## src/rtl/grey_timestamp_sync.sv

```systemverilog
// Synchronizes a grey-coded timestamp from a foreign clock domain, decodes it to binary,
// and offers a capture port. Optional multi-bit jump detector: GREY_TIMESTAMP_SYNC_JUMP_CHECK_EN.
module grey_timestamp_sync #(
    parameter int WIDTH       = 32,
    parameter int SYNC_STAGES = 2
) (
    input  logic             clk,
    input  logic             resetn,
    input  logic [WIDTH-1:0] in_grey,
    output logic [WIDTH-1:0] out_binary,
    output logic             out_valid,
    input  logic             capture_req,
    output logic [WIDTH-1:0] capture_value,
    output logic             capture_ack,
    input  logic             err_clr
`ifdef GREY_TIMESTAMP_SYNC_JUMP_CHECK_EN
    ,
    output logic             out_step_err
`endif
);

    logic [SYNC_STAGES-1:0][WIDTH-1:0] sync_q;
    logic [WIDTH-1:0]                  grey_sync;
    logic [WIDTH-1:0]                  bin_d;
    logic [WIDTH-1:0]                  out_binary_q;
    logic                              out_valid_q, out_valid_d;
    logic [WIDTH-1:0]                  capture_value_q, capture_value_d;
    logic                              capture_ack_q, capture_ack_d;

    // Pure flop chain: nothing may sit between stages or metastability can escape.
    // NOTE: every synchronizer stage is reset so no stale foreign-domain value survives reset.
    always_ff @(posedge clk or negedge resetn) begin
        if (!resetn) begin
            sync_q <= '0;
        end else begin
            sync_q <= {sync_q[SYNC_STAGES-2:0], in_grey};
        end
    end

    assign grey_sync = sync_q[SYNC_STAGES-1];

    // Binary bit i is the parity of all grey bits at or above i.
    for (genvar i = 0; i < WIDTH; i++) begin : g_decode
        assign bin_d[i] = ^grey_sync[WIDTH-1:i];
    end

    always_comb begin
        out_valid_d     = (bin_d != out_binary_q);
        capture_ack_d   = capture_req;
        capture_value_d = capture_value_q;
        if (capture_req) begin
            capture_value_d = out_binary_q;
        end
    end

    // NOTE: non-blocking assignments keep every register sampling pre-edge values.
    always_ff @(posedge clk or negedge resetn) begin
        if (!resetn) begin
            out_binary_q    <= '0;
            out_valid_q     <= 1'b0;
            capture_value_q <= '0;
            capture_ack_q   <= 1'b0;
        end else begin
            out_binary_q    <= bin_d;
            out_valid_q     <= out_valid_d;
            capture_value_q <= capture_value_d;
            capture_ack_q   <= capture_ack_d;
        end
    end

    assign out_binary    = out_binary_q;
    assign out_valid     = out_valid_q;
    assign capture_value = capture_value_q;
    assign capture_ack   = capture_ack_q;

`ifdef GREY_TIMESTAMP_SYNC_JUMP_CHECK_EN
    localparam int PRIME_CYCLES = SYNC_STAGES + 1;
    localparam int PW           = $clog2(PRIME_CYCLES + 1);

    logic [PW-1:0]    prime_q, prime_d;
    logic [WIDTH-1:0] prev_q;
    logic [WIDTH-1:0] diff;
    logic             primed;
    logic             multi_bit;
    logic             step_err_q, step_err_d;

    // The pipeline fills from zero after reset, so early steps are not real jumps.
    assign primed    = (prime_q == PW'(PRIME_CYCLES));
    assign diff      = grey_sync ^ prev_q;
    assign multi_bit = ((diff & (diff - WIDTH'(1))) != '0);

    always_comb begin
        prime_d = prime_q;
        if (!primed) begin
            prime_d = prime_q + PW'(1);
        end
        // Set has priority over clear so a coinciding jump is never lost.
        step_err_d = (primed && multi_bit) || (step_err_q && !err_clr);
    end

    always_ff @(posedge clk or negedge resetn) begin
        if (!resetn) begin
            prime_q    <= '0;
            prev_q     <= '0;
            step_err_q <= 1'b0;
        end else begin
            prime_q    <= prime_d;
            prev_q     <= grey_sync;
            step_err_q <= step_err_d;
        end
    end

    assign out_step_err = step_err_q;
`else
    logic unused_err_clr;
    assign unused_err_clr = err_clr;
`endif

endmodule

```

## config.mk

```make
export PLATFORM = sky130hd
export DESIGN_NAME = grey_timestamp_sync
export DESIGN_NICKNAME = d
export VERILOG_FILES = /design/src/rtl/grey_timestamp_sync.sv
export SDC_FILE = /design/constraint.sdc
export NUM_CORES = 1
export LEC_CHECK = 0
export ABC_AREA = 0
export CAP_MARGIN = 20
export CORE_AREA = 2 2 95 97
export CTS_BUF_LIST = sky130_fd_sc_hd__clkbuf_4
export DETAILED_ROUTE_END_ITERATION = 8
export DIE_AREA = 0 0 97 99
export DONT_BUFFER_PORTS = 1
export GPL_TIMING_DRIVEN = 0
export PLACE_DENSITY = 0.87
export REMOVE_ABC_BUFFERS = 1
export SETUP_SLACK_MARGIN = 0.3
export SLEW_MARGIN = 15
export SYNTH_ARGS = -nofsm -noshare
export SYNTH_HDL_FRONTEND = slang
export SYNTH_SLANG_ARGS = --single-unit
```

## constraint.sdc

```tcl
create_clock -name clk -period 5.7 [get_ports clk]
set_input_delay 0.57 -clock clk [delete_from_list [all_inputs] [get_ports clk]]
set_output_delay 0.57 -clock clk [all_outputs]
set_load 0.01 [all_outputs]
```

==> run metrics, run 1 <==
clock slew at reported path FFs between 100 and 150 ps; filler instances between 500 and 600; Mean Syn Cell Area approximately 14 µm²; Final Non-Filler Cells 524; number of synthesized flops with an enable pin 0; yosys warns 0; Worst setup SP type flop; Critical R2R Capture out_valid; final setup margin around 1400 ps; DR WL/cell between 15 and 20 µm; Iteration-0 DRC Markers 217; Inst Count DP about 490; DPL Wire Length ~6500 µm; Clock Skew roughly 26 ps; Reg2Reg Depth 9; period utilization between 70% and 80%; port buffer count 0; root buffer cell clkbuf_4; total number of vias 3,033; HP Class in -> async; ANT cells 0; FF-to-FF Start grey_sync[23]; via count of the first global-routing pass a little over 3,000; pin count of the biggest net entering global routing between 100 and 150; Critical Path Most Common Cell xnor2_2; Final Hold Fails 0; gr ovfl total 0; commonest cells after routing, fill and taps aside 130 x dfrtp_1, 61 x xnor2_1, 32 x mux2_2, 25 x xor2_1, 18 x clkbuf_4; sw power between 1000 and 1500 µW; Die Wd between 90 and 100 µm; Core Rows 34; final WL roughly 9600 µm; sequential share of the synthesized area approximately three fifths; cts repair resizes 0; min Tclk post-route roughly 4300 ps; critical path peak fanout 17; Cell variety after synth 54; internal power around 2000 µW; share of cells above drive strength 1 19.5%; initial antenna violation count 0; unrepaired setup endpoints after global routing false; setup TNS 0 ps; Worst VDD drop 0.295 mV; Critical Path Source grey_sync[23]; core box area between 8000 and 9000 µm²; drt pass-1 iters 4; top-level I/O count 102; pwr dens around 540 nW/µm²; Clock Tree Buf Depth 2; switching share of power about two fifths; Slew headroom between 30% and 40%; Slowest-stage cell, CP xor2_2; Die H ~100 µm; Leak 0.00245 µW; TritonCTS clock tree built; starting density of the core between 60% and 70%; Post-synth top flop dfrtp_1; max incr delay on CP 750 ps; Global Route Usage Sum roughly a fifth; Clk Latency, worst-skew pair ~530 ps; max-cap violation count 0; sequential group share of total power 46.7%; critical path arrival 4730 ps; clk sinks 130; number of remaining DRC errors 0; Post-CTS Setup Inserts 0; Worst Tran Pin Value 1010 ps; Post-Syn Instances 395; Max Slew Vio Count 0; vias per cell roughly 5.8; area grow syn2layout 7.73%; die area slightly below 10,000 µm²; FF+latch count, synth 130; CP endpoint kind flop; WP data required a little over 6000 ps; # setup viols final 0; cell area after synthesis between 5000 and 6000 µm²; fmax 230 MHz; commonest non-fill, non-tap cell in the layout dfrtp_1; hold_buf cts 1; # nets final 439; Post-synth ARST share between 90% and 100%; GP Congestion 0.911; H-tree Lvls 4; outcome finished clean; combinational power share 32.5%; clock share of power between 20% and 30%; first-pass GRT wire length 15,500 µm; number of buffers created by CTS 17; crit path cell chain xnor2_1, xnor3_1, xor2_2, xnor2_2, xnor2_2, o22ai_1, nor4_1, nand4_1, or4_1; setup slack, reg-to-reg between 1000 and 1500 ps; antenna-violating nets left 0; WS Path Type reg -> reg; Post-Place Setup Slack ~1400 ps
[cell type report]
type / count / area [µm²] / area share, %
timing repair buffer: 3 / 45.0 / 0.764
tap: 108 / 135 / 2.29
multi-input combinational: 245 / 2120 / 36.0
clock inverter: 14 / 179 / 3.04
clock buffer: 18 / 135 / 2.29
sequential: 130 / 3250 / 55.2
inverter: 6 / 22.5 / 0.382
[sequential cells by signal, indices dropped and copies added (netlist names)]
register,count
capture_ack,1
capture_value,32
grey_sync,32
out_binary,32
out_valid,1
sync_q,32
[synthesized netlist by cell type, types with 4 or more instances]
library cell  count  area [µm²]
nand3_1          14        70.1
nor4_1            7        43.8
or3_1             5        31.3
inv_1             5        18.8
nand2_1           9        33.8
dfrtp_1         130        3250
nor2_1           12        45.0
a21oi_1           6        30.0
xor2_1           25         219
nand4_1           4        25.0
o21ai_0          12        60.1
xnor2_1          61         534
buf_2             6        30.0
mux2_2           32         360
[worst max-delay path by stage]
stage               slack, ps        end
finish                   1350  out_valid
global route             1060  out_valid
CTS                      1340  out_valid
detailed placement       1410  out_valid
global placement         1400  out_valid
floorplan                2020  out_valid
[power by group through the flow]
stage | logic [µW] | registers, µW | clock network (µW)
2_1_floorplan | 846 | 1440 | 0
3_3_place_gp | 981 | 1500 | 0
3_5_place_dp | 1010 | 1520 | 0
4_1_cts | 1040 | 1500 | 678
5_1_grt | 1140 | 1530 | 719
6_report | 1040 | 1490 | 666
[per-layer routing]
layer | track usage [%] | vias to the layer above | part of all wire (%)
met5 | 0 | - | 0
met4 | 7.80 | 0 | 1.2
met3 | 6.45 | 12 | 5.9
met2 | 33.7 | 99 | 50
met1 | 27.5 | 1538 | 43
li1 | - | 1384 | -
[through the flow]
stage / utilization [%] / hold WS (ps) / power (µW) / cell area [µm²]
global placement: 64.7 / 278 / 2480 / 5530
detailed placement: 64.7 / 277 / 2530 / 5530
global route: 68.9 / 9.56 / 3390 / 5890
floorplan: - / 274 / 2280 / 5400
finish: 68.9 / 8.92 / 3200 / 5890
CTS: 68.7 / 10.8 / 3220 / 5870
[logic make-up after synthesis]
family,synth area share [%]
xor+xnor,20.2
compound gates,4.78
buf+inv,1.72
flops,59.5
simple gates,7.23
mux,6.59
[critical path, delay by kind of cell (launching register included)]
kind            cells  cell delay [ps]
compound gates      1              120
xor+xnor            5             2630
flops               1              440
simple gates        3             1000
No activity file was read; power rests on OpenSTA's default activity.
==> run 2, diff against run 1 <==
CORE_AREA = 2 2 100 102   (was 2 2 95 97)
DIE_AREA = 0 0 102 104   (was 0 0 97 99)
PLACE_DENSITY = 0.83   (was 0.87)
clock period = 3.79 ns   (was 5.7 ns; I/O delays follow)
==> run 2 against run 1 <==
Against the previous run: combinational power is 100% higher; first-iteration DRC count is 52% higher; clock skew is 1.0 ps lower; count of clock-buffer cells in the layout stayed put; sequential power is 52% higher; clock power is 40% higher; flip-flop and latch count stayed put; fmax is 23% higher; critical path depth is 2 higher; register-to-register slack worse by 1100 ps; routed wire length is 17% higher; setup slack worse by 1100 ps; largest cell class unchanged.
==> run metrics, run 2 (same netlist as run 1, synthesis figures left out) <==
Clock Tree Buf Depth 2; Worst Hold Depth 1; Reg2Reg Depth 11; core box area roughly 9500 µm²; area grow syn2layout 23.0%; clock slew at reported path FFs ~120 ps; Worst Tran Pin Value 707 ps; max-cap violation count 0; number of remaining DRC errors 0; internal power 3190 µW; Die H about 100 µm; antenna-violating nets left 0; pin count of the biggest net entering global routing about 130; Die Wd just over 100 µm; clk sinks 130; HP Class in -> reg; critical path arrival ~3900 ps; pwr dens 789 nW/µm²; DR WL/cell about 18 µm; GR Util met2 between 30% and 40%; outcome finished clean; total number of vias roughly 3,400; DPL Wire Length 6460 µm; via count of the first global-routing pass approximately 3,500; GP Congestion approximately 0.9; routing usage on met1 roughly 27%; Total Power roughly 5300 µW; Slew headroom 52.5%; WS Path Type reg -> reg; initial antenna violation count 0; # nets final 497; Global Route Usage Sum between 20% and 30%; worst hold margin around 72 ps; GR met3 Demand/Resource ~6.7%; sw power between 2000 and 2500 µW; setup TNS 0 ps; ANT cells 0; drt pass-1 iters 5; Iteration-0 DRC Markers about 330; combinational power share between 30% and 40%; design area 6730 µm²; WP data required 4200 ps; H-tree Lvls 4; port buffer count 0; Final Hold Fails 0; Critical R2R Capture out_valid; Leak approximately 0.0028 µW; switching share of power about two fifths; die area around 11,000 µm²; critical path peak fanout 7; Clock Skew approximately 25 ps; clock share of power about 18%; min Tclk post-route ~3500 ps; commonest cells after routing, fill and taps aside 128 x dfrtp_1, 50 x xnor2_1, 33 x dlygate4sd3_1, 32 x mux2_2; Clk Latency, worst-skew pair roughly 540 ps; Hold Startpoint capture_req; filler instances approximately 600; setup slack, reg-to-reg approximately 260 ps; commonest non-fill, non-tap cell in the layout dfrtp_1; hold path endpoint capture_ack; CP endpoint kind flop; Worst VDD drop approximately 0.46 mV; # setup viols final 0; Worst setup SP type flop; unrepaired setup endpoints after global routing true; first-pass GRT wire length 17,400 µm; Core Rows 36; Most Crowded Layer GR met2; vias per cell 5.60; sequential group share of total power ~43%; Max Slew Vio Count 0; fmax roughly 280 MHz; gr ovfl total 0; final WL 11,200 µm; starting density of the core a little under three fifths; share of cells above drive strength 1 a little over a quarter; FF-to-FF Start grey_sync[26]; area post-placement 5560 µm²; top-level I/O count between 100 and 150; root buffer cell clkbuf_4; period utilization ~93%; TritonCTS clock tree built; number of buffers created by CTS 17
run 2: cell types whose count changed in the layout (fill, tap and decap cells not counted), sizes merged:
cell         change
bufinv           -1
buf             +26
clkinv           +1
inv              +1
clkinvlp         -1
dlygate4sd3     +32
run 2: power groups by stage:
stage | Sequential (µW) | Combinational, µW | Clock (µW)
after floorplan | 2160 | 1270 | 0
after global placement | 2260 | 1450 | 0
after detailed placement | 2290 | 1520 | 0
after CTS | 2260 | 1800 | 955
after global routing | 2330 | 2250 | 1030
final | 2270 | 2110 | 931
run 2: worst max-delay path, cell delays in order (launching register included):
cell and delay [ps]:
dfrtp_2 460, xnor3_2 400, xnor3_2 430, xor2_4 180, buf_12 160, buf_6 130, xnor2_4 190, nor4_4 50
or4_4 580, nor4_4 150, nand4_1 150, or4_4 510
run 2: how the worst max path moves through the flow:
stage,slack (ps),end,from
global placement,-360,out_valid,grey_sync[23]
floorplan,110,out_valid,grey_sync[15]
CTS,310,out_valid,grey_sync[14]
finish,260,out_valid,grey_sync[26]
detailed placement,-480,out_valid,grey_sync[23]
global route,200,out_valid,grey_sync[26]
run 2: stage by stage:
step	util, %	setup slack (ps)	instances
global placement	58.3	-361	514
CTS	68.5	308	598
finish	70.5	263	607
detailed placement	58.3	-480	514
global route	70.5	205	607
floorplan	-	111	381
run 2: layout make-up:
type | instances | area (µm²) | area share [%]
Tap cell | 133 | 166 | 2.47
Sequential cell | 130 | 3260 | 48.4
Inverter | 6 | 25.0 | 0.372
Clock inverter | 14 | 154 | 2.29
Clock buffer | 18 | 135 | 2.01
Multi-Input combinational cell | 245 | 2390 | 35.5
Timing Repair Buffer | 61 | 606 | 9.00
run 2: routing by layer:
| layer | wire length, µm | vias to the layer above |
|---|---|---|
| li1 | - | 1502 |
| met1 | 4380 | 1698 |
| met2 | 5780 | 171 |
| met3 | 803 | 26 |
| met4 | 255 | 0 |
| met5 | 0 | - |
run 2: repair_timing:
item | CTS | global route
pin swaps | 8 | 8
setup buffers | 17 | 9
hold buffers | 35 | 0
resized for setup | 23 | 18
endpoints found under the setup margin | 2 | 1
hold endpoints to repair | 195 | 0
==> run 3, diff against run 2 <==
CORE_AREA = 2 2 109 111   (was 2 2 100 102)
DIE_AREA = 0 0 111 113   (was 0 0 102 104)
DONT_BUFFER_PORTS = unset   (was 1)
PLACE_DENSITY = 0.85   (was 0.83)
clock period = 3 ns   (was 3.79 ns; I/O delays follow)
==> run 3 against run 2 <==
Against the previous run: the flow now finishes with violations (setup timing); global-route usage shrank 2.9 points; final cell count grew 16%; sequential power grew 16%; utilization shrank 1.8 points; critical path depth is the same; flip-flop and latch count is the same; clock skew grew 2.5 ps; design area grew 15%; critical endpoint unchanged; largest cell class unchanged.
==> run metrics, run 3 (same netlist as run 1, synthesis figures left out) <==
max-cap violation count 0; Clock Tree Buf Depth 2; violated checks setup timing; # setup viols final 1; pin count of the biggest net entering global routing 76; final WL 12,900 µm; switching share of power 37.8%; Leak roughly 0.0032 µW; number of buffers created by CTS 17; DR WL/cell about 18 µm; top-level I/O count 102; total number of vias approximately 3,800; design area roughly 7700 µm²; setup slack, reg-to-reg -320 ps; TritonCTS clock tree built; via count of the first global-routing pass between 3,000 and 4,000; share of cells above drive strength 1 a little under 30%; Worst Hold Depth 1; clock share of power 15.9%; Core Rows 39; commonest non-fill, non-tap cell in the layout dfrtp_1; starting density of the core about half; period utilization 111%; GP Congestion about 0.85; outcome complete, but fails checks; final setup margin -319 ps; Final Non-Filler Cells ~700; area post-placement ~6600 µm²; critical path peak fanout 4; internal power just under 5000 µW; gr ovfl total 0; Clock Skew 27.7 ps; root buffer cell clkbuf_4; clk sinks 130; final core occ 68.6%; Critical R2R Capture out_valid; port buffer count 100; first-pass GRT wire length approximately 18,000 µm; number of remaining DRC errors 0; Worst setup SP type flop; core box area ~11,000 µm²; min Tclk post-route 3320 ps; Worst Tran Pin Value a little over 800 ps; Clk Latency, worst-skew pair about 570 ps; sequential group share of total power around a third; Final Hold Fails 0; Inst Count DP between 600 and 700; area grow syn2layout 41.5%; WS Path Type reg -> reg; initial antenna violation count 1; clock slew at reported path FFs ~140 ps; H-tree Lvls 4; Die Wd roughly 110 µm; unrepaired setup endpoints after global routing true; critical path arrival between 3000 and 4000 ps; Worst VDD drop between 0.5 and 0.6 mV; Reg2Reg Depth 11; sw power about 3000 µW; commonest cells after routing, fill and taps aside 126 x dfrtp_1, 98 x clkdlybuf4s50_1, 46 x xnor2_1, 34 x buf_4, 32 x mux2_2; FF-to-FF Start grey_sync[25]; antenna-violating nets left 0; # nets final 582; die area roughly 13,000 µm²; CP endpoint kind flop; Slew headroom between 40 and 50%; WP data required between 3000 and 4000 ps; HP Class in -> reg; vias per cell 5.36; Global Route Usage Sum roughly a fifth; Max Slew Vio Count 0; Die H ~110 µm; Critical Path Source grey_sync[25]; drt pass-1 iters 7; fmax between 300 and 400 MHz; DPL Wire Length between 7000 and 8000 µm; Iteration-0 DRC Markers approximately 260; pwr dens approximately 1000 nW/µm²; crit path capture out_valid; combinational power share between 50% and 60%
## run 3: cell types whose count changed in the layout (fill, tap and decap cells not counted), moves of 2 or more
| cell | before | now |
|---|---|---|
| clkdlybuf4s50_1 | 0 | 98 |
| dlygate4sd3_1 | 33 | 1 |
| buf_4 | 22 | 34 |
| xnor2_4 | 8 | 14 |
| xnor2_1 | 50 | 46 |
| buf_6 | 2 | 5 |
| inv_8 | 0 | 3 |
| dfrtp_1 | 128 | 126 |
| dfrtp_2 | 2 | 4 |
## run 3: critical path, stage by stage, from the launching register on
cell	delay (ps)
dfrtp_1	410
xnor3_2	460
xnor3_2	320
xor2_4	240
buf_6	140
buf_6	100
or4b_4	110
nand4_1	120
or4_4	550
nor4_4	140
nand4_1	120
or4_4	500
## run 3: timing repair
action                                 in CTS  in global routing
pin swaps                                  14                 21
resized for setup                          28                 35
cloned                                      1                  0
hold buffers                                1                  0
buffers inserted                           20                 23
setup endpoints to repair                  19                  2
endpoints found under the hold margin      55                  0
## run 3: cell type report
type | count | area, µm²
Tap cell | 143 | 179
Clock inverter | 14 | 170
Inverter | 6 | 25.0
Antenna cell | 1 | 2.50
Sequential cell | 130 | 3260
Timing Repair Buffer | 145 | 1430
Clock buffer | 18 | 135
Multi-Input combinational cell | 246 | 2540
Fill cell | 740 | 3540
## run 3: worst min-delay path by stage
stage,start,end,slack (ps)
after floorplan,resetn,capture_ack,4
after detailed placement,resetn,capture_value[31],290
after global routing,in_grey[12],sync_q[12],110
after CTS,in_grey[12],sync_q[12],120
final,in_grey[23],sync_q[23],160
after global placement,sync_q[13],grey_sync[13],330
## run 3: per-stage QoR
stage | setup slack, ps | power [µW] | TNS [ps] | hold slack, ps
after floorplan | -679 | 4340 | -679 | 4.41
final | -319 | 7930 | -319 | 155
after detailed placement | -1220 | 5630 | -2500 | 285
after CTS | -374 | 7270 | -374 | 117
after global placement | -3100 | 5510 | -403950 | 332
after global routing | -410 | 8310 | -410 | 107
## run 3: power by group through the flow
stage / logic, µW / registers, µW / clock network [µW]
after floorplan: 1610 / 2730 / 0
after global placement: 2910 / 2610 / 0
after detailed placement: 2990 / 2640 / 0
after CTS: 3390 / 2610 / 1280
after global routing: 4270 / 2680 / 1360
final: 4050 / 2630 / 1260
## run 3: routing by layer
layer / track usage (%) / vias to the layer above / wire (µm)
met1: 22.1 / 1893 / 5110
met2: 31.7 / 158 / 6590
met5: 0 / - / 0
li1: - / 1680 / -
met3: 5.41 / 40 / 726
met4: 9.83 / 0 / 477
==> patch, RTL diff (config.mk and constraints of run 2) <==
Take the reset off `capture_value_q` and load it in a clocked block of its own.
--- a/src/rtl/grey_timestamp_sync.sv
+++ b/src/rtl/grey_timestamp_sync.sv
@@ -60,3 +60,2 @@
             out_valid_q     <= 1'b0;
-            capture_value_q <= '0;
             capture_ack_q   <= 1'b0;
@@ -65,5 +64,8 @@
             out_valid_q     <= out_valid_d;
-            capture_value_q <= capture_value_d;
             capture_ack_q   <= capture_ack_d;
         end
+    end
+
+    always_ff @(posedge clk) begin
+        capture_value_q <= capture_value_d;
     end
Check against the original RTL: differs if resetn is asserted again (counterexample within 10 cycles, from zero or initial values and one cycle with resetn low); with resetn held inactive, the same outputs for 10 cycles.
==> patch against run 2 <==
Setup slack improved by 180 ps. Critical path depth fell by 1. Final area fell by 14%. Sequential cell count did not move. Die area did not move. Total power fell by 14%. Routed wire length fell by 25%. Synthesized area fell by 11%.
==> patch: results (changes against run 2) <==
INFO  metric n_antenna_cell = 0 (unchanged)
INFO  metric reg2reg_setup_slack = 440 ps (was 260 ps)
INFO  metric detail_route.first_pass.iterations = 6 (was 5)
INFO  metric place_hpwl = 5440 um (was 6460 um)
INFO  metric ir_worst_vdd = 0.000394 V (was 0.000456 V)
INFO  metric clkTransAtPathRegs = 140 ps (was 120 ps)
INFO  metric gp_congestion = 0.780 (was 0.903)
INFO  metric routed-via-count = 2498 (was 3397)
INFO  metric skew = 23.7 ps (was 25.1 ps)
INFO  metric dp_slack = -45.7 ps (was -480 ps)
INFO  metric min_period = 3350 ps (was 3530 ps)
INFO  metric starting_drt_drc_count = 94 (was 329)
INFO  metric nNetsFinal = 391 (was 497)
INFO  metric crit_slowest_cell = sky130_fd_sc_hd__xor3_4 (was sky130_fd_sc_hd__or4_4)
INFO  metric asyncSetResetFlopFracSynth = 75.4% (was 100%)
INFO  metric placedCellCount = 426 (was 514)
INFO  metric synthTopCellsByCount = 98 x sky130_fd_sc_hd__dfrtp_1, 52 x sky130_fd_sc_hd__xnor2_1, 34 x sky130_fd_sc_hd__xor2_1 (was 130 x sky130_fd_sc_hd__dfrtp_1, 61 x sky130_fd_sc_hd__xnor2_1, 32 x sky130_fd_sc_hd__mux2_2)
INFO  metric insertion_delay = 520 ps (was 540 ps)
INFO  metric routed_via_density = 4.99 (was 5.60)
INFO  metric synth.lib_cells_used.distinct = 35 (was 54)
INFO  metric synthesis.area_per_instance = 16.5 um^2 (was 13.8 um^2)
INFO  metric global_route.usage.total = 16.9% (was 21.7%)
INFO  metric status = completed (unchanged)
INFO  metric cpLargestDelayFamily = XOR/XNOR gates (was simple AND/OR/NAND/NOR gates)
INFO  metric layout.filler_cells = 716 (was 616)
INFO  metric via_count_of_the_first_global_routing_pass = 2626 (was 3454)
INFO  metric synthTopCellsByArea = sky130_fd_sc_hd__dfrtp_1 50%, sky130_fd_sc_hd__edfxtp_1 20%, sky130_fd_sc_hd__xnor2_1 9.3% (was sky130_fd_sc_hd__dfrtp_1 59%, sky130_fd_sc_hd__xnor2_1 9.8%, sky130_fd_sc_hd__mux2_2 6.6%)
INFO  metric edff_count_synth = 32 (was 0)
INFO  metric hold_ws = 81.4 ps (was 72.2 ps)
INFO  metric p_leak = 2.38 nW (was 2.81 nW)
INFO  metric grt_pass1_wl = 13200 um (was 17400 um)
INFO  metric synth.yosys.seq_area_share = 70.0% (was 59.5%)
INFO  metric worstPathRequired = 4170 ps (was 4200 ps)
INFO  metric slew_headroom = 55.0% (was 52.5%)
patch: logic make-up after synthesis:
group | count (synthesis) | share of synthesized area [%]
DFF | 130 | 70.0
xor gates and xnor gates | 101 | 22.3
and+or+nand+nor | 40 | 4.42
AOI/OAI and AO/OA | 19 | 2.59
buffers and inverters | 6 | 0.667
patch: report_power, final:
group	switching [mW]	internal, mW
clock	0.546	0.410
sequential	0.379	1.78
combinational	0.740	0.720
total	1.67	2.91
patch: per-layer routing:
metal,GRT usage [%],wire length (um)
met2,27.7,4440
met3,6.32,540
met1,20.3,3330
met5,0,0
met4,6.29,123
patch: what timing repair did:
item | 4_1_cts | 5_1_grt
endpoints found under the setup margin | 1 | 1
hold buffers | 35 | 0
pin swaps | 1 | 3
endpoints found under the hold margin | 163 | 0
setup buffers | 0 | 8
resized for setup | 5 | 1
patch: final cells by class:
class                   count  area [um^2]  share of cell area, %
well taps                 133          166                   2.87
inverters                   3         11.3                  0.194
clock inverters            15          170                   2.94
clock buffers              17          128                   2.20
multi-input cells         160         1470                   25.3
repair buffers             43          438                   7.56
flip-flops and latches    130         3410                   58.9
patch: path summary, 6_finish.rpt:
path	startpoint	endpoint	depth (start not counted)
worst min register to register	sync_q[16]	grey_sync[16]	0
worst max-delay path	grey_sync[27]	out_valid	10
min in group asynchronous	resetn	out_binary[3]	2
worst max register to register	grey_sync[27]	out_valid	10
worst min-delay path	capture_req	capture_ack	1
max in group asynchronous	resetn	out_binary[25]	2
